$ cat src/rtl/cflog_reader.sv
`default_nettype none
// ============================================================================
// Module      : cflog_reader
// Description : Reads the CF-Log RAM from word 0 up to the captured log
//               pointer and streams it as 16-bit words over valid/ready:
//               header (entry count), entries, XOR checksum trailer.
// Ports       : clk, reset (async, active-high)
//               flush/log_ptr/abort : control from the log monitor
//               mem_rd_en/mem_addr/mem_rd_data : CF-Log RAM read port
//                 (read data valid one cycle after mem_rd_en)
//               out_valid/out_ready/out_data/out_last : output stream
//               busy : readout in progress; done : completion pulse
// Revision    : 1.0 - initial release
// ============================================================================
module cflog_reader #(
    parameter logic [15:0] LOG_SIZE = 16'h0100
) (
    input  logic        clk,
    input  logic        reset,
    input  logic        flush,
    input  logic [15:0] log_ptr,
    input  logic        abort,
    output logic        mem_rd_en,
    output logic [15:0] mem_addr,
    input  logic [15:0] mem_rd_data,
    output logic        out_valid,
    input  logic        out_ready,
    output logic [15:0] out_data,
    output logic        out_last,
    output logic        busy,
    output logic        done
);

    typedef enum logic [2:0] {
        S_IDLE = 3'd0,
        S_HDR  = 3'd1,
        S_RD   = 3'd2,
        S_CAP  = 3'd3,
        S_SEND = 3'd4,
        S_TRL  = 3'd5,
        S_DONE = 3'd6
    } state_t;

    state_t      r_state;
    logic [15:0] r_len;
    logic [15:0] r_checksum;
    logic        r_flush_d;
    // Set once flush has been observed low since reset, so a flush that is
    // still high when reset releases is not mistaken for a fresh request.
    logic        r_flush_armed;

    logic [15:0] w_ptr_clamp;
    logic [15:0] w_len;
    logic [15:0] w_next_addr;
    logic        w_start;
    logic        w_xfer;

    assign w_ptr_clamp = (log_ptr > LOG_SIZE) ? LOG_SIZE : log_ptr;
    assign w_len       = w_ptr_clamp & 16'hFFFE;
    assign w_next_addr = mem_addr + 16'd2;
    assign w_start     = flush & ~r_flush_d & r_flush_armed;
    assign w_xfer      = out_valid & out_ready;

    always_ff @(posedge clk or posedge reset) begin
        if (reset) begin
            r_state       <= S_IDLE;
            r_len         <= 16'd0;
            r_checksum    <= 16'd0;
            r_flush_d     <= 1'b0;
            r_flush_armed <= 1'b0;
            mem_rd_en     <= 1'b0;
            mem_addr      <= 16'd0;
            out_valid     <= 1'b0;
            out_data      <= 16'd0;
            out_last      <= 1'b0;
            busy          <= 1'b0;
            done          <= 1'b0;
        end else begin
            r_flush_d <= flush;
            if (!flush) begin
                r_flush_armed <= 1'b1;
            end

            if (abort && (r_state != S_IDLE)) begin
                // Abort overrides any handshake in the same cycle and drops
                // the stream word immediately.
                r_state    <= S_IDLE;
                r_checksum <= 16'd0;
                mem_rd_en  <= 1'b0;
                out_valid  <= 1'b0;
                out_data   <= 16'd0;
                out_last   <= 1'b0;
                busy       <= 1'b0;
                done       <= 1'b0;
            end else begin
                case (r_state)
                    S_IDLE: begin
                        if (w_start) begin
                            r_len      <= w_len;
                            out_data   <= {1'b0, w_len[15:1]};
                            r_checksum <= {1'b0, w_len[15:1]};
                            out_valid  <= 1'b1;
                            out_last   <= 1'b0;
                            busy       <= 1'b1;
                            r_state    <= S_HDR;
                        end
                    end
                    S_HDR: begin
                        if (w_xfer) begin
                            if (r_len == 16'd0) begin
                                out_data <= r_checksum;
                                out_last <= 1'b1;
                                r_state  <= S_TRL;
                            end else begin
                                out_valid <= 1'b0;
                                mem_addr  <= 16'd0;
                                mem_rd_en <= 1'b1;
                                r_state   <= S_RD;
                            end
                        end
                    end
                    S_RD: begin
                        mem_rd_en <= 1'b0;
                        r_state   <= S_CAP;
                    end
                    S_CAP: begin
                        out_data  <= mem_rd_data;
                        out_valid <= 1'b1;
                        r_state   <= S_SEND;
                    end
                    S_SEND: begin
                        if (w_xfer) begin
                            r_checksum <= r_checksum ^ out_data;
                            if (w_next_addr == r_len) begin
                                // Last entry: trailer carries the final XOR,
                                // valid stays high into TRL.
                                out_data <= r_checksum ^ out_data;
                                out_last <= 1'b1;
                                r_state  <= S_TRL;
                            end else begin
                                out_valid <= 1'b0;
                                mem_addr  <= w_next_addr;
                                mem_rd_en <= 1'b1;
                                r_state   <= S_RD;
                            end
                        end
                    end
                    S_TRL: begin
                        if (w_xfer) begin
                            out_valid <= 1'b0;
                            out_last  <= 1'b0;
                            done      <= 1'b1;
                            r_state   <= S_DONE;
                        end
                    end
                    S_DONE: begin
                        done    <= 1'b0;
                        busy    <= 1'b0;
                        r_state <= S_IDLE;
                    end
                    default: begin
                        r_state <= S_IDLE;
                    end
                endcase
            end
        end
    end

endmodule
`default_nettype wire

$ cat config.mk
export PLATFORM = sky130hd
export DESIGN_NAME = cflog_reader
export DESIGN_NICKNAME = d
export VERILOG_FILES = /design/src/rtl/cflog_reader.sv
export SDC_FILE = /design/constraint.sdc
export NUM_CORES = 1
export LEC_CHECK = 0
export BUFFER_PORTS_ARGS = -buffer_cell sky130_fd_sc_hd__buf_4
export CAP_MARGIN = 20
export CORE_MARGIN = 10
export CORE_UTILIZATION = 62
export DETAILED_ROUTE_END_ITERATION = 6
export GPL_ROUTABILITY_DRIVEN = 0
export HOLD_SLACK_MARGIN = 0.02
export PLACE_DENSITY = 0.83
export SYNTH_ARGS = -nofsm -noshare
export SYNTH_HDL_FRONTEND = slang
export SYNTH_SLANG_ARGS = --single-unit
$ cat constraint.sdc
create_clock -name clk -period 6.95 [get_ports clk]
set_input_delay 0.3475 -clock clk [delete_from_list [all_inputs] [get_ports clk]]
set_output_delay 0.3475 -clock clk [all_outputs]
set_load 0.02 [all_outputs]
# --- Yosys cells after proc, flatten, opt, wreduce, memory -nomap -nowiden ---
# Cells that the tools add are included.
word_totals:
  reg_bits: 73
  in_bits: 37
  word_cells: 111
op_classes:
  n_addsub: 1
  n_lt_le_gt_ge: 1
  n_eq_ne: 19
  mux: 50
  bitwise: 6
  n_reduce_logical: 22
ops:
  columns: ["operator", "count"]
  rows:
  - ["2-to-1 mux 16 bit", 13]
  - ["one-hot mux 16 bit (2 select lines)", 2]
  - ["one-hot mux 16 bit (4 select lines)", 1]
  - ["inequality test 3 bit (second input constant)", 8]
  - ["2-to-1 mux 1 bit", 21]
  - ["2-to-1 mux 3 bit", 7]
  - ["one-hot mux 3 bit (6 select lines)", 1]
  - ["adder 16 x 2 -> 16 bit (second input constant)", 1]
  - ["equality test 16 bit", 1]
  - ["greater-than comparator 16 x 9 -> 1 bit (second input constant)", 1]
  - ["zero test 16 bit", 1]
  - ["XOR 16 bit", 1]
  - ["AND reduction 7 bit", 2]
  - ["AND reduction 6 bit", 2]
  - ["nonzero test 3 bit", 4]
  - ["nonzero test 5 bit", 2]
  - ["equality test 3 bit (second input constant)", 3]
  - ["inequality test 2 bit (second input constant)", 4]
  - ["equality test 3 x 2 -> 1 bit (second input constant)", 2]
  - ["AND reduction 3 bit", 2]
  - ["nonzero test 6 bit", 1]
  - ["one-hot mux 1 bit (5 select lines)", 1]
  - ["AND reduction 5 bit", 1]
  - ["one-hot mux 1 bit (2 select lines)", 2]
  - ["other kinds (11)", 15]

# --- Depth between registers and ports, before layout ---
depth:
  word_depth: 6
  depth_mapped: 11
  mapped_depth_nobuf: 9

# --- Least setup slack after synthesis ---
# Ideal clock, no wire load.
synth_path:
  path_type: "register -> register"
  start: "reg mem_addr[1]"
  end: "reg out_last"
  setup_time_ps: 129
  arrival_time_ps: 2840
  slack_ps: 3981
  stages_incl_launch_ff: 11
  path_buffers: 1
  synth_period_minus_slack_ps: 2969
  path_cell_list: "dfrtp_1 ha_1 nand3_4 or3_4 a2111oi_4 nand4_1 a2111o_1 buf_6 and2_4 o31ai_1 o21ai_1"
synth_between:
  elab_chain_len: 4
synth_rtl:
  columns: ["item", "line_no", "rtl"]
  rows:
  - ["start, declared", "24", "output logic [15:0] mem_addr,"]
  - ["start signal, assigned", "142", "mem_addr <= w_next_addr;"]
  - ["adder 16 x 2 -> 16 bit", "60", "assign w_next_addr = mem_addr + 16'd2;"]
  - ["equality test 16 bit", "134", "if (w_next_addr == r_len) begin"]
  - ["inequality test 3 bit (no source line)", null, null]
  - ["AND reduction 7 bit (no source line)", null, null]
  - ["end signal, assigned", "75", "out_last <= 1'b0;"]
  - ["end signal, assigned", "138", "out_last <= 1'b1;"]
  - ["end signal, assigned", "151", "out_last <= 1'b0;"]
  - ["end, declared", "29", "output logic out_last,"]
# No other way between the ends.
# A chain may end at the register's enable or synchronous reset.

# --- Final worst setup path ---
layout_path:
  start: "reg r_state[2]"
  end: "reg mem_addr[6]"
layout_between:
  elab_chain_len: 4
  word_cells_on_any_way: 12
  classes_between: "6 x eq/ne; 1 x mux; 1 x bitwise; 4 x reduce/logical"
layout_rtl:
  columns: ["item", "line_no", "rtl"]
  rows:
  - ["start, declared", "44", "state_t r_state;"]
  - ["start signal, assigned", "66", "r_state <= S_IDLE;"]
  - ["start signal, assigned", "87", "r_state <= S_IDLE;"]
  - ["start signal, assigned", "105", "r_state <= S_HDR;"]
  - ["branches (longest 4 deep; another with AND reduction 6 bit)", null, null]
# Parallel ways; which one is timed is not known.

==> Flow_metrics.wiki <==
{| class="wikitable"
! Metric !! Value
|-
| Run status || completed
|-
| Top metal layer carrying routed signals || met4
|-
| DR WL met2 || about 6400 um
|-
| Hold bufs inserted after CTS || 0
|-
| Number of nets in the synthesized netlist || roughly 620
|-
| Required arrival time at the worst endpoint || 7.20 ns
|-
| Nets || a little under 700
|-
| Leakage component of the power || between 2 and 2.5 nW
|-
| Warnings, synthesis || 0
|-
| Crit Path Max Fanout || 27
|-
| # port buffers || 72
|-
| Fmax || ~0.25 GHz
|-
| Pin count of the biggest net entering global routing || between 70 and 80
|-
| Worst min-delay path category || in -> reg
|-
| Clock sinks || between 70 and 80
|-
| Cell area power density || just under 300 nW/um2
|-
| Register-to-register setup slack || a little under 3 ns
|-
| Area delta synth->final || 15.7%
|-
| Max cap viols || 0
|-
| Final Critical Period || between 3 and 4 ns
|-
| Initial standard-cell utilization of the core || 0.634
|-
| Most area-hungry cell type in the Yosys netlist || sky130_fd_sc_hd__dfrtp_1
|-
| Arrival time at the worst endpoint || around 4.2 ns
|-
| Clock root buffer || sky130_fd_sc_hd__clkbuf_8
|-
| Setup crit end || mem_addr[6]
|-
| Ys flop type || sky130_fd_sc_hd__dfrtp_1
|-
| Worst-Skew Late Latency || approximately 0.35 ns
|-
| Sort of element at the start of the critical path || flip-flop
|-
| WL final || ~13000 um
|-
| Total routing usage reported by global routing || 0.233
|-
| Critical Path End Type || flip-flop
|-
| Antenna violations before repair || 0
|-
| Number of enable-type register cells in the synthesized netlist || 0
|-
| Routed Antenna Nets || 0
|-
| Number of filler cells placed in the layout || 580
|-
| Endpoint of the most critical register-to-register path || mem_addr[6]
|-
| Reg2reg path depth || 6
|-
| Initial detailed-routing violation count || between 400 and 500
|-
| Routed wire length on met3 || 1390 um
|-
| Overall via count from detail_route || roughly 4700
|-
| Worst slew pin tran || about 1.1 ns
|-
| Die span in x || between 100 and 150 um
|-
| Async SR Flop Fraction || 1.00
|-
| Via count of the first global-routing pass || around 4400
|-
| Seq/Total Area, Yosys || 0.394
|-
| Fraction of layout cells with a size suffix above 1 || 0.155
|-
| Wire length of the first global-routing pass || roughly 22000 um
|-
| Number of CTS-inserted buffers || 9
|-
| Row count || 31
|-
| Top area cells in the synthesized netlist || sky130_fd_sc_hd__dfrtp_1, sky130_fd_sc_hd__o21ai_0, sky130_fd_sc_hd__nand2_1
|-
| Number of primary I/O pins || 74
|-
| Slew Viols, Final || 0
|-
| Placed wire-length estimate || between 9000 and 10000 um
|-
| Worst hold stages || 1
|-
| Setup TNS || 0 ns
|-
| Worst-case hold slack || about 0.12 ns
|-
| Via density per instance || 6.38
|-
| IR drop worst, VDD || between 0.00015 and 0.0002 V
|-
| Launching instance or port of the critical path || r_state[2]
|-
| GRT Residual Overflow || 0
|-
| Number of hold violations in the final report || 0
|-
| Worst clock skew on the final layout || between 0.008 and 0.009 ns
|-
| Instance count of the mapped netlist || ~590
|-
| Total routed wire length on the met1 layer || about 5400 um
|-
| Overall die area || 11200 um2
|-
| Post-cts repair resize count || 0
|-
| Postcts setup bufs || 0
|-
| Core Area || between 7000 and 8000 um2
|-
| Reg-to-reg critical path startpoint || r_state[2]
|-
| Wirelength per Cell || 18.2 um
|-
| Flop and latch count out of synthesis || 72
|-
| Relative slew slack || 0.237
|-
| Synth Cell Area || ~4600 um2
|-
| Clock-pin slew of the registers on the worst-case setup and hold paths || 0.07 ns
|-
| Type of the worst setup path || reg -> reg
|-
| Most common cell in the netlist || sky130_fd_sc_hd__o21ai_0
|-
| Netlist cell types || 56
|-
| Height of the die || roughly 110 um
|-
| Number of diodes added for antenna fixing || 0
|-
| Proportion of netlist area held by the largest area contributor || 0.394
|-
| H-Tree Depth || 3
|-
| Final setup vio count || 0
|-
| DRC violations left || 0
|-
| DRT Pass-1 Iters || 5
|-
| Mean area per synthesized cell || about 7.8 um2
|-
| Setup repair after global routing missed its margin || no
|-
| Final Cycle Share || 0.574
|-
| CTS tree || yes
|-
| Number of buffers on the longest clock path || 2
|-
| Most instantiated cells after synthesis || sky130_fd_sc_hd__o21ai_0, sky130_fd_sc_hd__nand2_1, sky130_fd_sc_hd__dfrtp_1
|}
through the flow:
step	cells	power [W]	utilization	setup slack (ns)	area, um2
after floorplan	586	0.000992	-	3.98	4570
after global placement	722	0.00116	0.707	3.25	5100
after detailed placement	722	0.00118	0.707	3.03	5100
after CTS	737	0.00151	0.733	3.04	5290
after global routing	738	0.00162	0.734	2.58	5290
final	738	0.00153	0.734	2.96	5290
worst min path at each step:
stage                     slack [ns]            end           from
after detailed placement        0.45  r_flush_armed  r_flush_armed
final                           0.12      r_flush_d          flush
after global routing            0.11      r_flush_d          flush
after global placement          0.45  r_flush_armed  r_flush_armed
after CTS                       0.12      r_flush_d          flush
after floorplan                 0.38      r_flush_d          flush
worst max-delay path: stages, from the launching register on:
cell	delay, ns
sky130_fd_sc_hd__dfrtp_1	0.81
sky130_fd_sc_hd__nor2b_1	0.74
sky130_fd_sc_hd__a21oi_1	0.08
sky130_fd_sc_hd__or4_1	0.71
sky130_fd_sc_hd__nor2_1	0.85
sky130_fd_sc_hd__nand2_1	0.39
sky130_fd_sc_hd__o31ai_1	0.30
registers in the layout, indices dropped and copies added, names as in the netlist:
register       flops
out_valid          1
done               1
mem_addr          15
r_flush_d          1
r_state            3
out_last           1
busy               1
out_data          16
mem_rd_en          1
r_len             15
r_flush_armed      1
r_checksum        16
cell usage in the layout (no fill, tap or decap), drive strengths merged, types with 11 or more instances in the layout:
| master | n |
|---|---|
| nor2 | 45 |
| nand3 | 15 |
| clkbuf | 12 |
| xnor2 | 17 |
| dfrtp | 72 |
| nor3b | 14 |
| a21oi | 38 |
| o21ai | 115 |
| inv | 11 |
| a31oi | 13 |
| buf | 77 |
| nand2 | 89 |
cells by family (layout without fill, tap and decap cells):
kind of cell             count (synthesis)  in the layout  synth area share
AO/OA/AOI/OAI                          212            212             0.269
XOR/XNOR                                21             21            0.0402
adder cells (fa/ha/maj)                  1              1           0.00273
buffers and inverters                   50            103            0.0465
flip-flops                              72             72             0.394
multiplexers                             2              2           0.00438
other                                    1              1          0.000820
AND/OR/NAND/NOR                        227            227             0.242
power breakdown:
part,switching [W],internal [W]
Clock,0.000159,0.000174
Sequential,0.0000820,0.000461
Combinational,0.000441,0.000214
Total,0.000683,0.000848
routing by layer:
layer / track usage / vias up
li1: - / 2195
met1: 0.307 / 2192
met2: 0.362 / 279
met3: 0.0550 / 39
met4: 0.0928 / 0
met5: 0 / -
final cells by class:
| cell class | count | area, um2 | share of cell area |
|---|---|---|---|
| inverter | 11 | 41.3 | 0.00780 |
| sequential | 72 | 1800 | 0.340 |
| multi-input combinational | 464 | 2560 | 0.484 |
| clock inverter | 3 | 42.5 | 0.00804 |
| tap | 99 | 124 | 0.0234 |
| clock buffer | 12 | 145 | 0.0274 |
| timing repair buffer | 77 | 578 | 0.109 |
Note: power is estimated with default switching activity, not from simulation.
